`src/rtl/qspi_poll_sched_if.sv`:
```
// Bus bundle for the QSPI poll scheduler.
// Groups the host, poller and shifter-side signals of the block.
interface qspi_poll_sched_if;
    logic       host_cs;
    logic       host_start;
    logic [1:0] host_mode;
    logic       host_dir;
    logic [7:0] host_tx;
    logic       host_grant;
    logic       host_done;
    logic [7:0] host_rx;

    logic       poll_start;
    logic [7:0] poll_cmd;
    logic [7:0] poll_mask;
    logic       poll_busy;
    logic       poll_done;
    logic       poll_timeout;
    logic [7:0] poll_status;

    logic       sh_start;
    logic [1:0] sh_mode;
    logic       sh_dir;
    logic [7:0] sh_tx;
    logic       sh_busy;
    logic       sh_done;
    logic [7:0] sh_rx;

    logic       cs_out;

    modport master (
        output host_cs, host_start, host_mode, host_dir, host_tx,
        input  host_grant, host_done, host_rx,
        output poll_start, poll_cmd, poll_mask,
        input  poll_busy, poll_done, poll_timeout, poll_status,
        input  sh_start, sh_mode, sh_dir, sh_tx,
        output sh_busy, sh_done, sh_rx,
        input  cs_out
    );

    modport slave (
        input  host_cs, host_start, host_mode, host_dir, host_tx,
        output host_grant, host_done, host_rx,
        input  poll_start, poll_cmd, poll_mask,
        output poll_busy, poll_done, poll_timeout, poll_status,
        output sh_start, sh_mode, sh_dir, sh_tx,
        input  sh_busy, sh_done, sh_rx,
        output cs_out
    );
endinterface

```
`src/rtl/qspi_poll_sched.sv`:
```
// QSPI shifter arbiter between the FX2 host bridge and a flash
// status poller that repeats read-status until busy bits clear.
module qspi_poll_sched #(
    parameter int               CNT_W      = 16,
    parameter logic [CNT_W-1:0] POLL_MAX   = 16'd50000,
    parameter int               GAP_CYCLES = 8
) (
    input logic               FX_IFCLK,
    input logic               rst,
    qspi_poll_sched_if.slave  bus
);

    localparam int GW = (GAP_CYCLES > 1) ? $clog2(GAP_CYCLES) : 1;
    localparam logic [GW-1:0] GAP_LAST = GW'(GAP_CYCLES - 1);

    typedef enum logic [3:0] {
        IDLE, HOST, P_CS, P_CMD, P_CMDW,
        P_RD, P_RDW, P_CHK, P_GAP, P_END
    } state_t;

    state_t           state, state_n;
    logic             pend;
    logic [7:0]       cmd_q;
    logic [7:0]       mask_q;
    logic [CNT_W-1:0] cnt;
    logic [7:0]       status_q;
    logic             to_q;
    logic [GW-1:0]    gap_cnt;
    logic             clear;

    assign clear = (status_q & mask_q) == 8'h00;

    // State register, poll capture, status/counter and gap timer.
    always_ff @(posedge FX_IFCLK) begin
        if (rst) begin
            state    <= IDLE;
            pend     <= 1'b0;
            cmd_q    <= 8'h00;
            mask_q   <= 8'h00;
            cnt      <= '0;
            status_q <= 8'h00;
            to_q     <= 1'b0;
            gap_cnt  <= '0;
        end else begin
            state <= state_n;
            if (bus.poll_start && !pend) begin
                pend   <= 1'b1;
                cmd_q  <= bus.poll_cmd;
                mask_q <= bus.poll_mask;
                cnt    <= '0;
                to_q   <= 1'b0;
            end else if (state == P_END) begin
                pend <= 1'b0;
            end
            if (state == P_RDW && bus.sh_done) begin
                status_q <= bus.sh_rx;
                if (cnt != '1)
                    cnt <= cnt + CNT_W'(1);
            end
            if (state == P_CHK) begin
                to_q    <= !clear;
                gap_cnt <= '0;
            end else if (state == P_GAP) begin
                gap_cnt <= gap_cnt + GW'(1);
            end
        end
    end

    // Next state, CS ownership and shifter mux.
    always_comb begin
        state_n        = state;
        bus.cs_out     = 1'b0;
        bus.host_grant = 1'b0;
        bus.host_done  = 1'b0;
        bus.sh_start   = 1'b0;
        bus.sh_mode    = 2'b00;
        bus.sh_dir     = 1'b0;
        bus.sh_tx      = 8'h00;
        bus.poll_done  = 1'b0;
        unique case (state)
            IDLE: begin
                if (bus.host_cs)
                    state_n = HOST;
                else if (pend)
                    state_n = P_CS;
            end
            HOST: begin
                bus.host_grant = 1'b1;
                bus.cs_out     = bus.host_cs;
                bus.sh_start   = bus.host_start;
                bus.sh_mode    = bus.host_mode;
                bus.sh_dir     = bus.host_dir;
                bus.sh_tx      = bus.host_tx;
                bus.host_done  = bus.sh_done;
                if (!bus.host_cs)
                    state_n = pend ? P_CS : IDLE;
            end
            P_CS: begin
                bus.cs_out = 1'b1;
                state_n    = P_CMD;
            end
            P_CMD: begin
                bus.cs_out = 1'b1;
                bus.sh_tx  = cmd_q;
                if (!bus.sh_busy) begin
                    bus.sh_start = 1'b1;
                    state_n      = P_CMDW;
                end
            end
            P_CMDW: begin
                bus.cs_out = 1'b1;
                if (bus.sh_done)
                    state_n = P_RD;
            end
            P_RD: begin
                bus.cs_out   = 1'b1;
                bus.sh_start = 1'b1;
                bus.sh_dir   = 1'b1;
                state_n      = P_RDW;
            end
            P_RDW: begin
                bus.cs_out = 1'b1;
                bus.sh_dir = 1'b1;
                if (bus.sh_done)
                    state_n = P_CHK;
            end
            P_CHK: begin
                bus.cs_out = 1'b1;
                if (clear)
                    state_n = P_END;
                else if (cnt == POLL_MAX)
                    state_n = P_END;
                else
                    state_n = P_GAP;
            end
            P_GAP: begin
                if (bus.host_cs)
                    state_n = HOST;
                else if (gap_cnt == GAP_LAST)
                    state_n = P_CS;
            end
            P_END: begin
                bus.poll_done = 1'b1;
                state_n       = IDLE;
            end
            default: state_n = IDLE;
        endcase
    end

    assign bus.host_rx      = bus.sh_rx;
    assign bus.poll_busy    = pend;
    assign bus.poll_status  = status_q;
    assign bus.poll_timeout = (state == P_END) && to_q;

endmodule

```
`src/flat_wrapper.sv`:
```
// flat-port wrapper written by rule: the top's interface ports become plain ports
module qspi_poll_sched_flat 
#(
    parameter int               CNT_W      = 16,
    parameter logic [CNT_W-1:0] POLL_MAX   = 16'd50000,
    parameter int               GAP_CYCLES = 8
)
  (FX_IFCLK, rst, bus_host_cs, bus_host_start, bus_host_mode, bus_host_dir, bus_host_tx, bus_host_grant, bus_host_done, bus_host_rx, bus_poll_start, bus_poll_cmd, bus_poll_mask, bus_poll_busy, bus_poll_done, bus_poll_timeout, bus_poll_status, bus_sh_start, bus_sh_mode, bus_sh_dir, bus_sh_tx, bus_sh_busy, bus_sh_done, bus_sh_rx, bus_cs_out);
  qspi_poll_sched_if bus_i ();
  input logic FX_IFCLK;
  input logic rst;
  input wire logic [$bits(bus_i.host_cs)-1:0] bus_host_cs;
  input wire logic [$bits(bus_i.host_start)-1:0] bus_host_start;
  input wire logic [$bits(bus_i.host_mode)-1:0] bus_host_mode;
  input wire logic [$bits(bus_i.host_dir)-1:0] bus_host_dir;
  input wire logic [$bits(bus_i.host_tx)-1:0] bus_host_tx;
  output wire logic [$bits(bus_i.host_grant)-1:0] bus_host_grant;
  output wire logic [$bits(bus_i.host_done)-1:0] bus_host_done;
  output wire logic [$bits(bus_i.host_rx)-1:0] bus_host_rx;
  input wire logic [$bits(bus_i.poll_start)-1:0] bus_poll_start;
  input wire logic [$bits(bus_i.poll_cmd)-1:0] bus_poll_cmd;
  input wire logic [$bits(bus_i.poll_mask)-1:0] bus_poll_mask;
  output wire logic [$bits(bus_i.poll_busy)-1:0] bus_poll_busy;
  output wire logic [$bits(bus_i.poll_done)-1:0] bus_poll_done;
  output wire logic [$bits(bus_i.poll_timeout)-1:0] bus_poll_timeout;
  output wire logic [$bits(bus_i.poll_status)-1:0] bus_poll_status;
  output wire logic [$bits(bus_i.sh_start)-1:0] bus_sh_start;
  output wire logic [$bits(bus_i.sh_mode)-1:0] bus_sh_mode;
  output wire logic [$bits(bus_i.sh_dir)-1:0] bus_sh_dir;
  output wire logic [$bits(bus_i.sh_tx)-1:0] bus_sh_tx;
  input wire logic [$bits(bus_i.sh_busy)-1:0] bus_sh_busy;
  input wire logic [$bits(bus_i.sh_done)-1:0] bus_sh_done;
  input wire logic [$bits(bus_i.sh_rx)-1:0] bus_sh_rx;
  output wire logic [$bits(bus_i.cs_out)-1:0] bus_cs_out;
  assign bus_i.host_cs = bus_host_cs;
  assign bus_i.host_start = bus_host_start;
  assign bus_i.host_mode = bus_host_mode;
  assign bus_i.host_dir = bus_host_dir;
  assign bus_i.host_tx = bus_host_tx;
  assign bus_host_grant = bus_i.host_grant;
  assign bus_host_done = bus_i.host_done;
  assign bus_host_rx = bus_i.host_rx;
  assign bus_i.poll_start = bus_poll_start;
  assign bus_i.poll_cmd = bus_poll_cmd;
  assign bus_i.poll_mask = bus_poll_mask;
  assign bus_poll_busy = bus_i.poll_busy;
  assign bus_poll_done = bus_i.poll_done;
  assign bus_poll_timeout = bus_i.poll_timeout;
  assign bus_poll_status = bus_i.poll_status;
  assign bus_sh_start = bus_i.sh_start;
  assign bus_sh_mode = bus_i.sh_mode;
  assign bus_sh_dir = bus_i.sh_dir;
  assign bus_sh_tx = bus_i.sh_tx;
  assign bus_i.sh_busy = bus_sh_busy;
  assign bus_i.sh_done = bus_sh_done;
  assign bus_i.sh_rx = bus_sh_rx;
  assign bus_cs_out = bus_i.cs_out;
  qspi_poll_sched #(.CNT_W(CNT_W), .POLL_MAX(POLL_MAX), .GAP_CYCLES(GAP_CYCLES)) u_core (.FX_IFCLK(FX_IFCLK), .rst(rst), .bus(bus_i));
endmodule
```
`config.mk`:
```
export PLATFORM = sky130hd
export DESIGN_NAME = qspi_poll_sched_flat
export DESIGN_NICKNAME = d
export VERILOG_FILES = /design/src/rtl/qspi_poll_sched_if.sv /design/src/rtl/qspi_poll_sched.sv /design/src/flat_wrapper.sv
export SDC_FILE = /design/constraint.sdc
export NUM_CORES = 1
export LEC_CHECK = 0
export ABC_CLOCK_PERIOD_IN_PS = 4100
export CELL_PAD_IN_SITES_DETAIL_PLACEMENT = 0
export CELL_PAD_IN_SITES_GLOBAL_PLACEMENT = 1
export CORE_MARGIN = 10
export CORE_UTILIZATION = 36
export CTS_CLUSTER_DIAMETER = 40
export DETAILED_ROUTE_END_ITERATION = 10
export HOLD_SLACK_MARGIN = 0.12
export PLACE_DENSITY = 0.89
export SYNTH_ARGS = -nofsm -noshare
export SYNTH_HDL_FRONTEND = slang
export SYNTH_SLANG_ARGS = --single-unit
export TNS_END_PERCENT = 100
```
`constraint.sdc`:
```
create_clock -name FX_IFCLK -period 4.1 [get_ports FX_IFCLK]
set_input_delay 0.41 -clock FX_IFCLK [delete_from_list [all_inputs] [get_ports FX_IFCLK]]
set_output_delay 0.41 -clock FX_IFCLK [all_outputs]
set_load 0.02 [all_outputs]
```
# Yosys cells after proc, flatten, opt, wreduce, memory -nomap -nowiden
# Index checks and enable logic that the tools add are counted.
# totals
register_bits	49
inputBits	42
output_inout_bits	34
word_cells	70
# classes
add_sub_neg	2
eq_ne	18
muxes	28
bitwise	1
reduce_logical	13
# ops
op	n
$mux W16	3
$mux W4	9
$pmux W4 S9	1
$add A16 B1 Y16 const B	1
$eq A16 B16 Y1 const B	1
$eq A4 B3 Y1 const B	4
$ne A16 B16 Y1 const B	1
$pmux W8 S2	1
$mux W1	9
$and A8 B8 Y8	1
$eq A4 B2 Y1 const B	2
$eq A4 B4 Y1 const B	2
$logic_not A8 Y1	1
$ne A2 B2 Y1 const B	4
$reduce_and A6 Y1	1
$reduce_or A6 Y1	1
$eq A4 B1 Y1 const B	1
$logic_not A4 Y1	1
$mux W2	2
$pmux W1 S2	2
$reduce_bool A2 Y1	2
$reduce_or A2 Y1	2
$add A3 B1 Y3 const B	1
$eq A3 B3 Y1 const B	1
5 further kinds	8

# Logic depth before layout (Yosys ltp)
# Gate-level depths: netlist of run 1.
# depth
depth_word	5
mapped_depth	7
ltp_nobuf	7

# Worst setup path after synthesis of run 1
# No wires, ideal clock.
# synth_timing
kind	flip-flop to output port
start	register u_core.state[1]
end	output bus_sh_tx[0]
t_arrival_ps	1710
t_required_ps	3690
path_slack_ps	1980
path_stages_with_launch	5
path_buffers	1
cell_sequence	dfxtp_1 -> clkbuf_1 -> or2_2 -> nor2_1 -> a22o_1
# synth_between
elab_chain_len	2
word_cells_on_any_way	3
classes_between	2 x eq/ne; 1 x mux
# synth_rtl
item	line	text
from (decl)	qspi_poll_sched.sv:21	state_t state, state_n;
from (signal assigned)	qspi_poll_sched.sv:45	state <= state_n;
$eq A4 B2 Y1 / $eq A4 B1 Y1 (equally long branches)	qspi_poll_sched.sv:80	unique case (state)
$pmux W8 S2 *	qspi_poll_sched.sv:80	
to (decl)	flat_wrapper.sv:30	output wire logic [$bits(bus_i.sh_tx)-1:0] bus_sh_tx;
# Mark *: on every way between the ends. The rest lies on a longest branch, timed or not.

# Worst setup path after layout of run 1
# layout_timing
start	register u_core.state[0]
end	output bus_sh_tx[7]
# Same word-level chain as after synthesis.

==> results.md, run 1 <==
- Status: completed
- WP data required: 3.69 ns
- VDD IR max: 174 µV
- Syn_area_per_cell: 7.69 µm²
- Clock group share of total power: 0.349
- Worst setup margin: 1.15 ns
- Synth async-reset ratio: 0
- Initial antenna violation count: 0
- Multi-input logic area: 1410 µm²
- CP startpoint: u_core.state[0]$_SDFFE_PP0P_
- Total core area: 6870 µm²
- Ports: 76
- Wire length per cell: 14.9 µm
- First-pass GRT wire length: 12.4 mm
- Reg2reg end: u_core.cnt[11]$_SDFF_PP0_
- Initial Util: 0.373
- Num rows: 30
- Switching Fraction: 0.272
- DIE WIDTH: 104 µm
- Int Power: 863 µW
- Crit Reg-Reg Startpoint: u_core.state[2]$_SDFFE_PP0P_
- Ratio of cells with drive above 1 in the final layout: 0.0490
- RSZ-0062 raised after global routing: false
- Psw: 323 µW
- Arr. time, crit path: 2.54 ns
- Vias in the first global route: 2546
- Post-route ant nets: 0
- Residual DRC: 0
- Crit Path Class: register to output port
- Commonest non-fill, non-tap cell in the layout: clkdlybuf4s50_1
- Worst setup path endpoint: bus_sh_tx[7]
- Initial DRC Count: 165
- H-tree depth: 2
- Layout overhead on the synthesized area: 33.6%
- Unique cell type count in the Yosys netlist: 48
- Power per cell area: 347 nW/µm²
- Vias per Instance: 5.24
- Synth Instances: 333
- Max-cap viol count: 0
- Total negative slack: 0 ns
- Register bit total from synthesis: 49
- Top cell type's share of synthesized area: 0.383
- Via count: 2535
- Slew @ Worst Pin: 0.960 ns
- Hold Vio Cnt, Final: 0
- Hold Buf Count CTS: 0
- Mapped Area: 2560 µm²
- Total die area: 10900 µm²
- R2R depth: 5
- EDFF count, synth: 0
- Achievable frequency: 0.339 GHz
- Port bufs: 75
- Area leader, netlist: dfxtp_1
- Largest net degree at the start of global routing: 55
- Combinational share of power: 0.217
- Final Setup Violations: 0
- Synth warnings: 0
- Final period utilization: 0.719
- RD Place Congestion: 0.830
- Layout Nets: 433
- Worst Path Max Fanout: 15
- Sequential cell area: 981 µm²
- Ranking of synthesized cells by area: dfxtp_1 38%, nand2_1 10%, a21oi_1 7.0%, a22o_1 3.4%, nor2_1 2.9%
- Final WL: 7.23 mm
- Reg2reg setup slack: 1.62 ns
- Number of post-CTS setup repair buffers: 0
- CTS tree: done
- Global route overflow: 0
- Sequential share of power: 0.434
- Element type at the critical path end: output port
- Pre-CTS setup slack: 1.48 ns
- Leakage: 0.00117 µW
- Drt pass-1 iters: 4
- TritonCTS buffer count: 5
- Final Skew: 0.00760 ns
- Post-DP HPWL: 5.35 mm
- Mapped Nets: 379
- Root buffer cell: clkbuf_8
- Deepest clock path buffer count: 2
- Slew headroom: 0.360
- Commonest cells after routing, fill and taps aside: 74 x clkdlybuf4s50_1, 69 x nand2_1, 49 x dfxtp_1
- Inserted Diodes: 0
- # clock sinks: 49
- Seq/Total Area, Yosys: 0.383
- CP startpoint kind: register
- HP Class: register to register
- Slew Limit Fails: 0
- Tot GR Track Use: 0.133
- Die height: 104 µm
- Fillers: 685
- Clk pin slew, worst setup/hold paths: 0.10 ns
- Clk_lat worst skew: 0.31 ns
- Clock period minus worst slack: 2.95 ns
- Post-cts sizing count: 0
- Primary FF master, synth: dfxtp_1
## worst max-delay path, stage by stage, from the launching register on
cell,delay [ns]
dfxtp_1,0.57
nor2b_1,0.32
nand2_1,0.09
nor2_1,0.43
a22o_1,0.22
clkdlybuf4s50_1,0.60
## area by class of cell
| type | count | share of cell area |
|---|---|---|
| flip-flops and latches | 49 | 0.287 |
| clock inverters | 3 | 0.0201 |
| multi-input cells | 249 | 0.411 |
| repair buffers | 76 | 0.220 |
| clock buffers | 5 | 0.0201 |
| inverters | 6 | 0.00658 |
| well taps | 96 | 0.0351 |
## routing by layer
layer	wire length (µm)	GRT usage	part of all wire	vias up
li1	-	-	-	1294
met1	3260	0.161	0.45	1159
met2	3340	0.215	0.46	75
met3	542	0.0477	0.075	7
met4	82	0.0348	0.011	0
met5	0	0	0	-
## kinds of logic (layout without fill, tap and decap cells)
| family | after synthesis | count (layout) | synth area share |
|---|---|---|---|
| fa+ha+maj | 4 | 4 | 0.0195 |
| compound gates | 82 | 82 | 0.206 |
| simple gates | 157 | 157 | 0.301 |
| buf+inv | 35 | 90 | 0.0679 |
| xor+xnor | 3 | 3 | 0.0103 |
| flops | 49 | 49 | 0.383 |
| mux | 3 | 3 | 0.0117 |
## power groups by stage
stage / clock network (µW) / logic (µW) / registers (µW)
after floorplan: 0 / 154 / 512
after CTS: 426 / 261 / 515
after global placement: 0 / 257 / 525
final: 414 / 258 / 515
after global routing: 442 / 284 / 518
after detailed placement: 0 / 260 / 526
## per-stage QoR
| stage | utilization | total power (µW) | instances | instance area (µm²) | hold slack (ns) |
|---|---|---|---|---|---|
| final | 0.498 | 1190 | 484 | 3420 | 0.459 |
| after global routing | 0.498 | 1240 | 484 | 3420 | 0.481 |
| after CTS | 0.498 | 1200 | 484 | 3420 | 0.464 |
| after detailed placement | 0.478 | 786 | 476 | 3280 | 0.450 |
| after global placement | 0.478 | 782 | 476 | 3280 | 0.444 |
| after floorplan | - | 666 | 333 | 2560 | 0.436 |
## registers in the layout, indices dropped and copies added (netlist names)
| register | cells |
|---|---|
| u_core.to_q | 1 |
| u_core.cmd_q | 8 |
| u_core.cnt | 16 |
| u_core.bus.poll_busy | 1 |
| u_core.gap_cnt | 3 |
| u_core.mask_q | 8 |
| u_core.state | 4 |
| u_core.bus.poll_status | 8 |
## cells in the mapped netlist, types with 6 or more instances
master    instances
nor2_1           20
nand2_1          69
inv_1             6
nand3_1          12
nand4_1           6
nor3_1            8
buf_4             9
a22o_1           10
dfxtp_1          49
and3_1            8
a21oi_1          36
o21ai_1           6
o21ai_0           7
a31oi_1           7
clkbuf_1         17
## worst min-delay path by stage
stage	from	cells after the start	to	slack (ns)
after detailed placement	u_core.cmd_q[7]$_SDFFE_PP0P_	2	u_core.cmd_q[7]$_SDFFE_PP0P_	0.45
after global placement	u_core.mask_q[6]$_SDFFE_PP0P_	2	u_core.mask_q[6]$_SDFFE_PP0P_	0.44
after floorplan	u_core.cmd_q[0]$_SDFFE_PP0P_	2	u_core.cmd_q[0]$_SDFFE_PP0P_	0.44
after global routing	u_core.cmd_q[6]$_SDFFE_PP0P_	2	u_core.cmd_q[6]$_SDFFE_PP0P_	0.48
final	u_core.cmd_q[7]$_SDFFE_PP0P_	2	u_core.cmd_q[7]$_SDFFE_PP0P_	0.46
after CTS	u_core.cmd_q[7]$_SDFFE_PP0P_	2	u_core.cmd_q[7]$_SDFFE_PP0P_	0.46
Note: power is estimated with default switching activity, not from simulation.
==> inputs of run 2 (changes only) <==
--- a/config.mk
+++ b/config.mk
@@ -5,15 +5,15 @@
 export SDC_FILE = /design/constraint.sdc
 export NUM_CORES = 1
 export LEC_CHECK = 0
-export ABC_CLOCK_PERIOD_IN_PS = 4100
+export ABC_CLOCK_PERIOD_IN_PS = 2900
 export CELL_PAD_IN_SITES_DETAIL_PLACEMENT = 0
 export CELL_PAD_IN_SITES_GLOBAL_PLACEMENT = 1
 export CORE_MARGIN = 10
-export CORE_UTILIZATION = 36
+export CORE_UTILIZATION = 34
 export CTS_CLUSTER_DIAMETER = 40
 export DETAILED_ROUTE_END_ITERATION = 10
 export HOLD_SLACK_MARGIN = 0.12
-export PLACE_DENSITY = 0.89
+export PLACE_DENSITY = 0.85
 export SYNTH_ARGS = -nofsm -noshare
 export SYNTH_HDL_FRONTEND = slang
 export SYNTH_SLANG_ARGS = --single-unit
==> constraint.sdc (replaced) <==
create_clock -name FX_IFCLK -period 2.9 [get_ports FX_IFCLK]
set_input_delay 0.29 -clock FX_IFCLK [delete_from_list [all_inputs] [get_ports FX_IFCLK]]
set_output_delay 0.29 -clock FX_IFCLK [all_outputs]
set_load 0.02 [all_outputs]
==> run 2 against run 1 <==
Effect of this change:
- sequential share of layout area is 0.18 points higher
- combinational power is 42% higher
- hold slack better by 0.0037 ns
- die area is 4.7% higher
- first-iteration DRC count is 9.7% higher
- cell area is 0.51% lower
- critical path depth is 1 lower
- routed wire length is 4.9% higher
- sequential power is 42% higher
- total power is 27% higher
- global-route usage is 0.36 points lower
- clock power hardly changed
- critical path type unchanged
- largest cell class unchanged
- largest power group unchanged
- highest routed layer unchanged
==> results.md, run 2 (same netlist as run 1, synthesis figures left out) <==
- Status: completed
- Highest metal used: met4
- Commonest non-fill, non-tap cell in the layout: clkdlybuf4s50_1
- Inserted Diodes: 0 (unchanged)
- Final Setup Violations: 0 (unchanged)
- DIE WIDTH: 107 µm (+2.3%)
- Leakage: 0.00116 µW (-0.85%)
- Top reg by flops: u_core.cnt
- Max-cap viol count: 0 (unchanged)
- Min Hold Slack: 0.463 ns (+0.00365 ns)
- Slew Limit Fails: 0 (unchanged)
- Crit Reg-Reg Startpoint: u_core.cnt[1]$_SDFF_PP0_
- WHS Path Cells: 2 (unchanged)
- Core Util, Final: 0.467 (-0.0313)
- Ratio of cells with drive above 1 in the final layout: 0.0614 (+0.0124)
- Largest net degree at the start of global routing: 36 (-35%)
- Slew headroom: 0.411 (+0.0504)
- CP cell instances: or2_2 > nor2_1 > a22o_1 > clkdlybuf4s50_1
- Num rows: 31 (+3.3%)
- Layout overhead on the synthesized area: 32.9%
- Deepest clock path buffer count: 2 (unchanged)
- Worst setup margin: 0.219 ns (-0.934 ns)
- Achievable frequency: 0.373 GHz
- Hold Vio Cnt, Final: 0 (unchanged)
- First-pass GRT wire length: 12.3 mm (-0.56%)
- Final period utilization: 0.925
- Residual DRC: 0 (unchanged)
- # clock sinks: 49 (unchanged)
- Fillers: 745 (+8.8%)
- Commonest cells after routing, fill and taps aside: 74 x clkdlybuf4s50_1, 69 x nand2_1, 48 x dfxtp_1
- Hold Path Sink: u_core.mask_q[3]$_SDFFE_PP0P_
- Root buffer cell: clkbuf_8
- Clock period minus worst slack: 2.68 ns
- Vias per Instance: 5.17 (-1.4%)
- Post-route ant nets: 0 (unchanged)
- Tot GR Track Use: 0.129 (-0.00364)
- Final WL: 7.59 mm (+4.9%)
- Power per cell area: 444 nW/µm² (+28%)
- Clk_lat worst skew: 0.30 ns (about the same)
- Global route overflow: 0 (unchanged)
- Drt pass-1 iters: 4 (unchanged)
- Clk pin slew, worst setup/hold paths: 0.10 ns (about the same)
- R2R depth: 6 (+1)
- Initial Util: 0.351 (-0.0216)
- CP startpoint kind: register
- CTS tree: done
- Crit Path Class: register to output port
- Hold Buf Count CTS: 0 (unchanged)
- Multi-input logic area: 1410 µm² (+0.18%)
- Arr. time, crit path: 2.39 ns (-0.15 ns)
- Post-DP HPWL: 5.66 mm (+5.8%)
- Ports: 76 (unchanged)
- RSZ-0062 raised after global routing: false
- DR WL met2: 3.59 mm (+7.6%)
- CP max-delay cell: clkdlybuf4s50_1
- Largest register FFs: 16 (unchanged)
- Total die area: 11400 µm² (+4.7%)
- Total core area: 7290 µm² (+6.2%)
- Layout Nets: 436 (+0.69%)
- Tot Pwr: 1510 µW (+27%)
- Initial antenna violation count: 0 (unchanged)
- Worst Path Max Fanout: 13 (-2)
- Element type at the critical path end: output port
- Reg2reg setup slack: 0.79 ns (-0.83 ns)
- Total negative slack: 0 ns (unchanged)
- Sequential cell area: 982 µm² (+0.13%)
- Slew @ Worst Pin: 0.884 ns (-0.0757 ns)
- H-tree depth: 2 (unchanged)
- Final Skew: 0.0107 ns (+0.00306 ns)
- Vias in the first global route: 2427 (-4.7%)
- Via count: 2531 (-0.16%)
- Initial DRC Count: 181 (+9.7%)
- Post-Route M1 WL: 3.44 mm (+5.5%)
- Pre-CTS setup slack: 0.387 ns (-1.09 ns)
- Hold Crit Start: u_core.mask_q[3]$_SDFFE_PP0P_
- Wire length per cell: 15.5 µm (+3.6%)
- Die height: 107 µm (+2.3%)
- RD Place Congestion: 0.828 (-0.26%)
- Number of post-CTS setup repair buffers: 0 (unchanged)
- Worst path max stage delay: 0.62 ns (+0.02 ns)
- TritonCTS buffer count: 5 (unchanged)
- VDD IR max: 251 µV (+44%)
- Reg2reg end: u_core.cnt[11]$_SDFF_PP0_
- Post-cts sizing count: 0 (unchanged)
- WP data required: 2.61 ns (-1.08 ns)
- Port bufs: 75 (unchanged)
- HP Class: register to register
- Met3 routed WL: 469 µm (-13%)
[run 2: changes by cell type in the layout (fill, tap and decap cells not counted), sizes merged]
cell,change
clkinvlp,+1
bufinv,-2
clkinv,+1
buf,+3
[run 2: per-stage QoR]
step	instances	area, µm²
finish	490	3400
global route	490	3400
CTS	490	3400
detailed placement	482	3310
global placement	482	3310
floorplan	333	2560
[run 2: final cells by class]
type / instances / area share
Inverter: 6 / 0.00662
Clock inverter: 3 / 0.00625
Sequential cell: 49 / 0.289
Multi-Input combinational cell: 249 / 0.414
Tap cell: 99 / 0.0364
Timing Repair Buffer: 79 / 0.228
Clock buffer: 5 / 0.0202
[run 2: layer usage]
layer / up-vias / track usage
met5: - / 0
met4: 0 / 0.0348
met3: 4 / 0.0395
met2: 66 / 0.216
met1: 1170 / 0.157
li1: 1291 / -
[run 2: worst max-delay path by stage]
stage	slack [ns]	from	depth (start not counted)	to
2_1_floorplan	0.90	u_core.state[1]$_SDFFE_PP0P_	4	bus_sh_tx[0]
3_3_place_gp	0.47	u_core.state[0]$_SDFFE_PP0P_	5	bus_sh_tx[6]
3_5_place_dp	0.39	u_core.state[0]$_SDFFE_PP0P_	5	bus_sh_tx[1]
4_1_cts	0.04	u_core.state[0]$_SDFFE_PP0P_	5	bus_sh_tx[1]
5_1_grt	0.05	u_core.state[1]$_SDFFE_PP0P_	4	bus_sh_tx[1]
6_report	0.22	u_core.state[1]$_SDFFE_PP0P_	4	bus_sh_tx[1]
[run 2: critical path, delay by kind of cell (launching register included)]
family | cells | cell delay [ns]
and+or+nand+nor | 2 | 0.82
AOI/OAI and AO/OA | 1 | 0.24
DFF | 1 | 0.42
buffers and inverters | 1 | 0.62
[run 2: report_power, final]
| group | internal [µW] | switching [µW] |
|---|---|---|
| Clock | 172 | 245 |
| Sequential | 696 | 33.1 |
| Combinational | 180 | 187 |
| Total | 1050 | 465 |
==> inputs of run 3 (changes only) <==
--- a/config.mk
+++ b/config.mk
@@ -14,6 +14,7 @@
 export DETAILED_ROUTE_END_ITERATION = 10
 export HOLD_SLACK_MARGIN = 0.12
 export PLACE_DENSITY = 0.85
+export SKIP_LAST_GASP = 1
 export SYNTH_ARGS = -nofsm -noshare
 export SYNTH_HDL_FRONTEND = slang
 export SYNTH_SLANG_ARGS = --single-unit
==> results of run 3 <==
The final DEF is identical to that of run 2; final timing and power are the same.
